**src/rtl/jtag_dr_bank.sv**
```systemverilog
// Virtual-JTAG data-register bank: NUM_REGS consecutive IR codes share one shift
// register with capture readback, TDO mux and per-register update strobes.
module jtag_dr_bank #(
    parameter int                    DR_WIDTH  = 15,
    parameter int                    NUM_REGS  = 4,
    parameter int                    IR_WIDTH  = 3,
    parameter int                    IR_BASE   = 4,
    parameter logic [DR_WIDTH-1:0]   RESET_VAL = '0
) (
    input  logic                         tck,
    input  logic                         aclr,
    input  logic                         tdi,
    input  logic [IR_WIDTH-1:0]          ir_in,
    input  logic                         v_cdr,
    input  logic                         v_sdr,
    input  logic                         v_udr,
    output logic                         tdo,
    output logic [NUM_REGS*DR_WIDTH-1:0] dr_out,
    output logic [NUM_REGS-1:0]          upd_strobe,
    output logic                         sel_valid
);

    localparam int SEL_W = (NUM_REGS > 1) ? $clog2(NUM_REGS) : 1;
    localparam logic [IR_WIDTH:0]   BASE_EXT = (IR_WIDTH+1)'(IR_BASE);
    localparam logic [IR_WIDTH:0]   TOP_EXT  = (IR_WIDTH+1)'(IR_BASE + NUM_REGS);
    localparam logic [IR_WIDTH-1:0] BASE_IR  = IR_WIDTH'(IR_BASE);

    logic [DR_WIDTH-1:0] regs [NUM_REGS];
    logic [DR_WIDTH-1:0] shreg;
    logic                bypass;
    logic                udr_d;
    logic [IR_WIDTH:0]   ir_ext;
    logic [SEL_W-1:0]    sel;
    logic                upd_event;

    assign ir_ext    = {1'b0, ir_in};
    assign sel_valid = (ir_ext >= BASE_EXT) && (ir_ext < TOP_EXT);
    assign sel       = SEL_W'(ir_in - BASE_IR);
    assign upd_event = v_udr && !udr_d;
    assign tdo       = sel_valid ? shreg[0] : bypass;

    always_ff @(posedge tck) begin
        if (aclr) begin
            shreg      <= '0;
            bypass     <= 1'b0;
            udr_d      <= 1'b0;
            upd_strobe <= '0;
            for (int k = 0; k < NUM_REGS; k++) regs[k] <= RESET_VAL;
        end else begin
            udr_d <= v_udr;
            if (v_cdr) begin
                if (sel_valid) shreg <= regs[sel];
                bypass <= 1'b0;
            end else if (v_sdr) begin
                bypass <= tdi;
                if (sel_valid) shreg <= {tdi, shreg[DR_WIDTH-1:1]};
            end
            // Update commits the pre-edge shreg, independent of any capture/shift this edge.
            if (upd_event && sel_valid) begin
                regs[sel]  <= shreg;
                upd_strobe <= NUM_REGS'(1) << sel;
            end else begin
                upd_strobe <= '0;
            end
        end
    end

    for (genvar k = 0; k < NUM_REGS; k++) begin : g_out
        assign dr_out[k*DR_WIDTH +: DR_WIDTH] = regs[k];
    end

endmodule

```
**config.mk**
```make
export PLATFORM = sky130hd
export DESIGN_NAME = jtag_dr_bank
export DESIGN_NICKNAME = d
export VERILOG_FILES = /design/src/rtl/jtag_dr_bank.sv
export SDC_FILE = /design/constraint.sdc
export NUM_CORES = 1
export LEC_CHECK = 0
export ABC_AREA = 1
export ABC_CLOCK_PERIOD_IN_PS = 2510
export CAP_MARGIN = 25
export CORE_ASPECT_RATIO = 1.75
export CORE_UTILIZATION = 46
export CTS_BUF_LIST = sky130_fd_sc_hd__clkbuf_16
export DETAILED_ROUTE_END_ITERATION = 8
export GPL_ROUTABILITY_DRIVEN = 0
export PLACE_DENSITY = 0.88
export SLEW_MARGIN = 10
export SYNTH_ARGS = -nofsm -noshare
export SYNTH_HDL_FRONTEND = slang
export SYNTH_SLANG_ARGS = --single-unit
```
**constraint.sdc**
```tcl
create_clock -name tck -period 2.51 [get_ports tck]
set_input_delay 0.3765 -clock tck [delete_from_list [all_inputs] [get_ports tck]]
set_output_delay 0.3765 -clock tck [all_outputs]
set_load 0.03 [all_outputs]
```
==> results.txt <==
nets -> 462
CTS tree -> yes
Die X -> 67.8 um
DRC viols -> 0
ANT nets after route -> 0
Pins Over Slew Limit -> 0
sequential area share after synthesis -> 63.7%
setup total negative slack -> 0 ns
number of setup violations in the final report -> 0
hold endpoint -> shreg[12]
chip height -> 117 um
FF+latch count, synth -> 81
Max Fanout on Critical Path -> 5
Overflow after GRT -> 0
synth cell count leaders -> 94 x nand2_1, 62 x nor2_1, 60 x edfxtp_1
total of warnings raised by yosys -> 0
vias in the first global route -> 3126
Yosys top cell by area -> edfxtp_1
dpl hpwl -> 6.72 mm
clock sinks -> 81
Mean Syn Cell Area -> 9.43 um^2
EDFF count, synth -> 60
drt initial violations -> 332
critical path capture point type -> primary output
WL/cell -> 17.8 um
Hold Path Depth -> 2
antenna violations before repair -> 0
Max Cap Viol -> 0
hold bufs inserted after CTS -> 0
Die Area -> 0.00795 mm^2
H-tree depth -> 3
fin crit period -> 2.16 ns
worst setup path class -> in2out
Fin. Hold Viols -> 0
Syn Nets -> 379
Final Instance Area -> 0.00470 mm^2
Netlist cell types -> 20
HP Start -> shreg[13]
Boundary Pins -> 75
Area Growth Syn to Fin -> 34.6%
RR Startpoint -> udr_d
drt first pass iters -> 5
status -> finished, final reports clean
cell with the most instances after synthesis -> nand2_1
RSZ-0062 raised after global routing -> false
Pwr per Cell Area -> 718 mW/mm^2
slew at the pin with the worst max-slew slack -> 0.548 ns
IO Port Bufs -> 74
layout cell share with drive strength beyond 1 -> 9.61%
register area -> 0.00222 mm^2
worst skew pair latency -> 0.34 ns
root buffer cell -> clkbuf_16
routed via count -> 3091
Tcrit/Tclk final -> 86.0%
Synth top area share -> 51.6%
Starting Density -> 47.9%
Mapped Cells -> 370
first-pass GRT wire length -> 14.6 mm
area post-placement -> 0.00438 mm^2
maximum clock rate -> 463 MHz
Worst Reg-to-Reg Cells -> 6
Post-CTS Resized -> 0
row count -> 41
normalized max-slew margin -> 63.4%
CTS Buffer Depth -> 2
Fillers -> 546
VDD IR max -> 0.555 mV
Setup Skew -> 0.00598 ns
clock transition at the registers of the reported paths -> 0.06 ns
synthesized area -> 0.00349 mm^2
hold crit path type -> reg2reg
startpoint type of the worst setup path -> input pin
n_diodes -> 0
area of the multi-input gates -> 0.00107 mm^2
Static Leak -> 1.84 nW
CP required -> 2.13 ns
total track usage -> 26.4%
Core ar. -> 0.00728 mm^2
top cells by area, synth -> edfxtp_1 52%, dfxtp_1 12%, nand2_1 10%, nor2_1 6.7%, nand3_1 6.5%
final WL -> 9.71 mm
post-CTS setup buffer count -> 0
FF-to-FF End -> regs[0][10]
largest net degree at the start of global routing -> 31
Post-synth ARST share -> 0%
Num CTS Buffers -> 9
R2R setup slack -> 0.96 ns
Via-to-Cell Ratio -> 5.68
Arr. time, crit path -> 1.78 ns
top_reg_cell synth -> edfxtp_1
through the flow:
step	worst slack, ns	hold slack, ns	utilization, %	instances	total power, mW
floorplan	0.0159	0.449	-	370	1.82
global placement	0.367	0.512	60.1	528	1.99
detailed placement	0.337	0.522	60.1	528	2.00
CTS	0.337	0.544	64.5	544	3.37
global route	0.283	0.579	64.5	544	3.46
finish	0.350	0.550	64.5	544	3.37
power by group:
| group | internal (mW) | switching (mW) |
|---|---|---|
| clock network | 0.868 | 0.518 |
| logic | 0.153 | 0.291 |
| registers | 1.50 | 0.0392 |
kinds of logic (layout without fill, tap and decap cells):
family                 Yosys count  count (layout)  share of synthesized area (%)
AOI/OAI and AO/OA               33              33                           4.81
buffers and inverters           46             134                           5.88
DFF                             81              81                           63.7
muxes                            1               1                          0.287
and+or+nand+nor                209             209                           25.3
layout by cell type, fill, tap and decap left out, types with 2 or more instances in the layout:
cell	count
a21oi_1	31
edfxtp_1	60
bufinv_16	2
nand3_1	45
nor3_1	4
clkdlybuf4s50_1	74
inv_1	21
nand2_1	94
clkinvlp_4	4
nor2_1	62
buf_4	19
nand3_4	2
clkbuf_16	9
dfxtp_1	21
inv_2	3
metal layers:
layer / track usage, % / part of all wire [%]
met5: 0 / 0
met4: 18.6 / 5.3
met2: 46.0 / 54
met3: 5.81 / 7.5
met1: 26.9 / 33
registers in the layout (all words and copies together), names as in the netlist:
name and cells:
udr_d 1, bypass 1, regs 60, shreg 15, upd_strobe 4
how the worst max path moves through the flow:
stage | cells past startpoint | end | startpoint
final | 4 | tdo | ir_in[2]
after global routing | 4 | tdo | ir_in[2]
after CTS | 4 | tdo | ir_in[2]
after detailed placement | 8 | regs[0][10] | v_udr
after global placement | 4 | tdo | ir_in[2]
after floorplan | 4 | regs[3][0] | ir_in[1]
final cells by class:
type	instances	share of cell area, %
inverter	25	2.00
clock buffer	9	4.79
clock inverter	7	2.02
sequential	81	47.3
timing repair buffer	93	18.8
multi-input combinational	243	22.8
tap	86	2.29
worst max-delay path: stages:
cell             delay, ns
clkdlybuf4s50_1       0.55
nor2_1                0.06
a21oi_1               0.12
clkdlybuf4s50_1       0.68
Power figures use the tool's default switching activity.
